## src/rtl/tcm_loader_pkg.sv

```systemverilog
// tcm_loader_pkg
// Types and constants shared by the TCM boot loader and its byte packer.
//   state_t    : loader FSM states
//   HDR_BYTES  : bytes in the little-endian length header
//   WORD_BYTES : bytes per TCM word
package tcm_loader_pkg;

  localparam int unsigned HDR_BYTES  = 4;
  localparam int unsigned WORD_BYTES = 4;

  typedef enum logic [2:0] {
    IDLE,
    LEN,
    DATA,
    WRITE,
    FILL,
    DONE,
    ERROR
  } state_t;

endpackage

```

## src/rtl/tcm_byte_packer.sv

```systemverilog
// tcm_byte_packer
// Collects stream bytes into a little-endian 32-bit word (byte k lands in
// bits [8k+7:8k]). Used for both the length header and every payload word.
// Ports:
//   clk, rst     : clock, async active-high reset
//   clear        : synchronous clear of byte counter, word and word_valid
//   byte_en      : a byte is being accepted this cycle
//   byte_data    : the byte being accepted
//   word_ack     : consumer has taken the assembled word
//   word         : assembled word register
//   word_next    : value word takes if byte_en is high (full word on the
//                  last byte, so the consumer can act in the same cycle)
//   last_byte    : the byte accepted this cycle completes a word
//   word_valid   : a completed word is waiting for word_ack
module tcm_byte_packer
  import tcm_loader_pkg::*;
(
  input  logic        clk,
  input  logic        rst,
  input  logic        clear,
  input  logic        byte_en,
  input  logic [7:0]  byte_data,
  input  logic        word_ack,
  output logic [31:0] word,
  output logic [31:0] word_next,
  output logic        last_byte,
  output logic        word_valid
);

  localparam int CNT_W = $clog2(WORD_BYTES);

  logic [CNT_W-1:0] byte_cnt_q;
  logic [31:0]      word_q;
  logic             word_valid_q;

  // New byte enters at the top and older bytes shift down, so after four
  // bytes the first one received sits in bits [7:0].
  assign word_next  = {byte_data, word_q[31:8]};
  assign last_byte  = byte_en && (byte_cnt_q == CNT_W'(WORD_BYTES - 1));
  assign word       = word_q;
  assign word_valid = word_valid_q;

  always_ff @(posedge clk or posedge rst) begin
    if (rst) begin
      byte_cnt_q   <= '0;
      word_q       <= '0;
      word_valid_q <= 1'b0;
    end else if (clear) begin
      byte_cnt_q   <= '0;
      word_q       <= '0;
      word_valid_q <= 1'b0;
    end else begin
      if (byte_en) begin
        word_q     <= word_next;
        byte_cnt_q <= byte_cnt_q + CNT_W'(1);
      end
      // An ack in the completing cycle means the word was consumed directly.
      if (last_byte) begin
        word_valid_q <= ~word_ack;
      end else if (word_ack) begin
        word_valid_q <= 1'b0;
      end
    end
  end

endmodule

```

## src/rtl/tcm_boot_loader.sv

```systemverilog
// tcm_boot_loader
// Loads a program image into TCM from a byte stream and holds the core in
// reset until the image is in place. Stream: 4-byte little-endian word
// count, then the payload words, little-endian. Words are written to TCM
// word addresses 0, 1, 2, ...
// Optional feature macro: TCM_LOADER_ZERO_FILL_EN -- when defined, TCM is
// zero-filled from len up to MEM_WORDS-1 before the core is released.
// Ports:
//   clk, rst                  : clock, async active-high reset
//   start_i                   : pulse to begin a load (IDLE/DONE/ERROR only)
//   byte_valid_i/byte_data_i  : stream byte in
//   byte_ready_o              : byte taken when valid && ready
//   mem_wr_o/addr/data        : TCM write request, held until mem_accept_i
//   mem_accept_i              : TCM takes the write
//   core_rst_o                : core reset, released only in DONE
//   busy_o/done_o/error_o     : status
//
// state | meaning
// IDLE  | after reset, core held, waiting for start_i
// LEN   | receiving the 4 header bytes
// DATA  | receiving the 4 bytes of a payload word
// WRITE | presenting a payload word to TCM
// FILL  | writing zeros above the image (zero-fill builds only)
// DONE  | image loaded, core released
// ERROR | header length exceeded MEM_WORDS, core held
module tcm_boot_loader
  import tcm_loader_pkg::*;
#(
  parameter int unsigned MEM_WORDS = 131072,
  parameter int unsigned ADDR_W    = 17
) (
  input  logic              clk,
  input  logic              rst,
  input  logic              start_i,
  input  logic              byte_valid_i,
  input  logic [7:0]        byte_data_i,
  output logic              byte_ready_o,
  output logic              mem_wr_o,
  output logic [ADDR_W-1:0] mem_addr_o,
  output logic [31:0]       mem_data_o,
  input  logic              mem_accept_i,
  output logic              core_rst_o,
  output logic              busy_o,
  output logic              done_o,
  output logic              error_o
);

  localparam logic [31:0] MEM_WORDS_W = 32'(MEM_WORDS);
`ifdef TCM_LOADER_ZERO_FILL_EN
  localparam logic [ADDR_W-1:0] LAST_ADDR = ADDR_W'(MEM_WORDS - 1);
`endif

  state_t            state_q, state_d;
  logic [31:0]       len_q, len_d;
  logic [ADDR_W-1:0] cnt_q, cnt_d;
  logic [31:0]       cnt_inc;

  logic        byte_fire;
  logic        pack_clear;
  logic        word_ack;
  logic [31:0] pack_word;
  logic [31:0] pack_word_next;
  logic        pack_last;
  logic        pack_valid;

  assign byte_fire = byte_valid_i && byte_ready_o;
  assign cnt_inc   = 32'(cnt_q) + 32'd1;

  tcm_byte_packer u_packer (
    .clk        (clk),
    .rst        (rst),
    .clear      (pack_clear),
    .byte_en    (byte_fire),
    .byte_data  (byte_data_i),
    .word_ack   (word_ack),
    .word       (pack_word),
    .word_next  (pack_word_next),
    .last_byte  (pack_last),
    .word_valid (pack_valid)
  );

  always_ff @(posedge clk or posedge rst) begin
    if (rst) begin
      state_q <= IDLE;
      len_q   <= '0;
      cnt_q   <= '0;
    end else begin
      state_q <= state_d;
      len_q   <= len_d;
      cnt_q   <= cnt_d;
    end
  end

  always_comb begin
    state_d    = state_q;
    len_d      = len_q;
    cnt_d      = cnt_q;
    pack_clear = 1'b0;
    word_ack   = 1'b0;
    case (state_q)
      IDLE, DONE, ERROR: begin
        if (start_i) begin
          state_d    = LEN;
          len_d      = '0;
          cnt_d      = '0;
          pack_clear = 1'b1;
        end
      end
      LEN: begin
        // The header never reaches the write port; consume it on completion.
        word_ack = 1'b1;
        if (pack_last) begin
          len_d = pack_word_next;
          if (pack_word_next > MEM_WORDS_W) begin
            state_d = ERROR;
          end else if (pack_word_next == '0) begin
`ifdef TCM_LOADER_ZERO_FILL_EN
            state_d = FILL;
`else
            state_d = DONE;
`endif
          end else begin
            state_d = DATA;
          end
        end
      end
      DATA: begin
        if (pack_last) begin
          state_d = WRITE;
        end
      end
      WRITE: begin
        if (mem_accept_i) begin
          word_ack = 1'b1;
          // The counter only advances when another write follows, so the
          // address never steps past MEM_WORDS-1.
          if (cnt_inc == len_q) begin
`ifdef TCM_LOADER_ZERO_FILL_EN
            if (len_q < MEM_WORDS_W) begin
              state_d = FILL;
              cnt_d   = cnt_q + ADDR_W'(1);
            end else begin
              state_d = DONE;
            end
`else
            state_d = DONE;
`endif
          end else begin
            state_d = DATA;
            cnt_d   = cnt_q + ADDR_W'(1);
          end
        end
      end
`ifdef TCM_LOADER_ZERO_FILL_EN
      FILL: begin
        if (mem_accept_i) begin
          if (cnt_q == LAST_ADDR) begin
            state_d = DONE;
          end else begin
            cnt_d = cnt_q + ADDR_W'(1);
          end
        end
      end
`endif
      default: begin
        state_d = IDLE;
      end
    endcase
  end

  assign byte_ready_o = ((state_q == LEN) || (state_q == DATA)) && !pack_valid;
  assign mem_wr_o     = (state_q == WRITE) || (state_q == FILL);
  assign mem_addr_o   = cnt_q;
  assign mem_data_o   = (state_q == WRITE) ? pack_word : 32'h0;
  assign core_rst_o   = (state_q != DONE);
  assign busy_o       = (state_q == LEN) || (state_q == DATA) ||
                        (state_q == WRITE) || (state_q == FILL);
  assign done_o       = (state_q == DONE);
  assign error_o      = (state_q == ERROR);

endmodule

```

## config.mk

```make
export PLATFORM = sky130hd
export DESIGN_NAME = tcm_boot_loader
export DESIGN_NICKNAME = d
export VERILOG_FILES = /design/src/rtl/tcm_loader_pkg.sv /design/src/rtl/tcm_byte_packer.sv /design/src/rtl/tcm_boot_loader.sv
export SDC_FILE = /design/constraint.sdc
export NUM_CORES = 1
export LEC_CHECK = 0
export ABC_AREA = 1
export BUFFER_PORTS_ARGS = -buffer_cell sky130_fd_sc_hd__buf_2
export CAP_MARGIN = 10
export CORE_ASPECT_RATIO = 1.1
export CORE_MARGIN = 5
export CORE_UTILIZATION = 35
export DETAILED_ROUTE_END_ITERATION = 6
export GPL_TIMING_DRIVEN = 0
export HOLD_SLACK_MARGIN = 0.12
export PLACE_DENSITY = 0.57
export SLEW_MARGIN = 40
export SYNTH_ARGS = -nofsm -noshare
export SYNTH_HDL_FRONTEND = slang
export SYNTH_SLANG_ARGS = --single-unit
```

## constraint.sdc

```tcl
create_clock -name clk -period 5.2 [get_ports clk]
set_input_delay 0.52 -clock clk [delete_from_list [all_inputs] [get_ports clk]]
set_output_delay 0.52 -clock clk [all_outputs]
set_load 0.01 [all_outputs]
```

==> impl_metrics.json <==
{
  "start_kind": "register",
  "fp-row-count": 44,
  "fin_crit_ns": 2.86,
  "postCtsHoldBufs": 0,
  "place_congestion": 0.855,
  "drc_errors": 3,
  "worstPathRequired_ns": 4.68,
  "drv_cap": 0,
  "clk_pin_slew_ns": 0.06,
  "cts_buffers": 9,
  "synth_common_cells": "nand2_1, inv_1, dfrtp_1, nor2_1, nand3_1",
  "synth-warning-count": 0,
  "first_global_vias": 4319,
  "violations": "design-rule violations",
  "timing.fmax_mhz": 349,
  "grt-ovfl-total": 0,
  "r2r_cells": 15,
  "hold_viol": 0,
  "crit_fanout": 10,
  "cts_resized": 0,
  "ios": 68,
  "intPower_w": 0.00139,
  "synth.ff_latch_count": 87,
  "die_h_microns": 131,
  "clockBufferDepth": 2,
  "vias": 4396,
  "insertedDiodeCount": 0,
  "drive_gt1_share_pct": 15.9,
  "wl_per_cell_microns": 16.0,
  "wl_mm": 13.6,
  "vdd_ir_drop_max_mv": 0.210,
  "clk_latency_ns": 0.34,
  "outcome": "finished with violations",
  "vias_per_cell": 5.17,
  "setup.worst_path.class": "reg -> out",
  "ant_nets": 0,
  "coreArea_sq_um": 13100,
  "nets": 702,
  "slew_headroom_pct": 50.7,
  "area_growth_pct": 18.0,
  "port_buffers": 67,
  "synth_cell_type_count": 30,
  "antenna_found_initial": 0,
  "die_w_microns": 120,
  "switching_share_pct": 42.5,
  "syn_inst": 608,
  "ys.flop_type": "dfrtp_1",
  "cp-startpoint": "state_q[2]$_DFFE_PP0P_",
  "cts.sinks": 87,
  "tns_ns": 0,
  "grt_pass1_wl_mm": 22.2,
  "finalClockSkew_ns": 0.00757,
  "synth_nets": 623,
  "p_leak_nw": 2.74,
  "yosysTopAreaCellShare_pct": 47.1,
  "tightest_slew_ns": 0.739,
  "grt_max_degree": 62,
  "root_buffer": "clkbuf_16",
  "setup-violations-final": 0,
  "dpl.hpwl_mm": 10.3,
  "start_util_pct": 35.3,
  "arrival_ns": 2.34,
  "synth_most_common_cell": "nand2_1",
  "pwr-share-clk_pct": 23.9,
  "seq_power_share_pct": 34.5,
  "dieArea_sq_um": 15600,
  "postCtsSetupBuffers": 0,
  "slew_violations": 0,
  "power_per_cell_area_nw_per_um2": 444,
  "cts_tree": "done",
  "min_path_type": "in -> async",
  "yosys.area.top_type": "dfrtp_1",
  "hold_ws_ns": 0.141,
  "period_share_pct": 55.1,
  "ys_seq_area_share_pct": 47.1,
  "grt.total_usage_pct": 18.1,
  "timing.rr.start": "mem_addr_o[0]$_DFFE_PP0P_",
  "synth.avg_cell_area_sq_um": 7.61,
  "cp-end-kind": "output pin",
  "p_comb_share_pct": 41.6,
  "rsz0062_at_grt": "false",
  "synthTopCellsByArea": "dfrtp_1, nand2_1, inv_1",
  "synth_area_sq_um": 4630,
  "synth_edf_count": 0,
  "first_pass_iters": 7,
  "htreeDepth": 3,
  "p_sw_w": 0.00103,
  "synth-async-reset-ratio_pct": 100,
  "drt_iter0_markers": 330
}
-- cell type report --
| class | instances | area [sq um] |
|---|---|---|
| Inverter | 99 | 377 |
| Sequential cell | 87 | 2180 |
| Tap cell | 161 | 201 |
| Multi-Input combinational cell | 401 | 1970 |
| Buffer | 21 | 105 |
| Timing Repair Buffer | 68 | 363 |
| Clock inverter | 5 | 37.5 |
| Clock buffer | 9 | 225 |
| Fill cell | 1386 | 7640 |
-- layer usage --
layer,global-route usage [%],vias up,share of wire [%]
met5,0,-,0
met3,4.22,26,4.4
met2,31.0,125,49
met4,5.93,0,2.2
li1,-,2149,-
met1,22.8,2096,44
-- final timing paths --
kind | to | slack (ns)
setup / recovery | mem_data_o[31] | 2.34
hold / removal | u_packer.word[7]$_DFFE_PP0P_ | 0.14
setup reg to reg | mem_addr_o[6]$_DFFE_PP0P_ | 2.63
hold reg to reg | len_q[19]$_DFFE_PP0P_ | 0.52
max in group asynchronous | u_packer.word[1]$_DFFE_PP0P_ | 4.47
min in group clk | u_packer.word_valid$_DFFE_PP0P_ | 0.41
-- worst max-delay path, stage by stage (launching register included) --
cell and delay [ns]:
dfrtp_1 0.45, nor3_4 0.41, clkinv_1 0.34, clkbuf_1 0.41
nor2_1 0.22, buf_2 0.16
-- logic make-up (layout without fill, tap and decap cells) --
family,count (synthesis),count (layout),share of synthesized area (%)
AO/OA/AOI/OAI,85,85,10.8
XOR/XNOR,5,5,0.946
adder cells (fa/ha/maj),2,2,0.541
buffers and inverters,120,202,10.3
flip-flops,87,87,47.1
AND/OR/NAND/NOR,309,309,30.3
-- through the flow --
step | setup slack [ns] | total power [W] | util (%) | instance area, sq um | cells
final | 2.34 | 0.00242 | 41.7 | 5460 | 851
after global routing | 2.22 | 0.00259 | 41.7 | 5460 | 851
after CTS | 2.32 | 0.00244 | 41.7 | 5460 | 851
after detailed placement | 2.60 | 0.00185 | 39.7 | 5200 | 837
after global placement | 1.45 | 0.00183 | 39.4 | 5160 | 836
after floorplan | 2.43 | 0.00153 | - | 4630 | 608
-- power by group through the flow --
stage / clock [W] / sequential (W) / combinational (W)
final: 0.000579 / 0.000837 / 0.00101
after global routing: 0.000619 / 0.000851 / 0.00112
after CTS: 0.000593 / 0.000836 / 0.00101
after detailed placement: 0 / 0.000849 / 0.00100
after global placement: 0 / 0.000846 / 0.000982
after floorplan: 0 / 0.000837 / 0.000694
-- flip-flops by register name (all words and copies together) (netlist names) --
name                 cells
len_q                   32
u_packer.word           32
mem_addr_o              17
state_q                  3
u_packer.byte_cnt_q      2
u_packer.word_valid      1
-- cells in the final DEF (no fill, tap or decap), types with 2 or more instances in the layout --
cell        instances
o22ai_1            54
clkinv_1            4
buf_2              75
nand2_2             3
nor3_1              4
nor2_4              4
clkinv_4            2
dfrtp_1            87
nor2_2              5
inv_1              93
ha_1                2
clkbuf_1           12
nand2_1           133
o21ai_1             3
nor4_1              3
xor2_1              5
o21ai_0            16
clkbuf_16           9
a21oi_1            10
nand3_1            61
nor2_1             67
nand3b_1            2
nand4_1            22
clkinvlp_4          2
(Power assumes the default switching activity.)
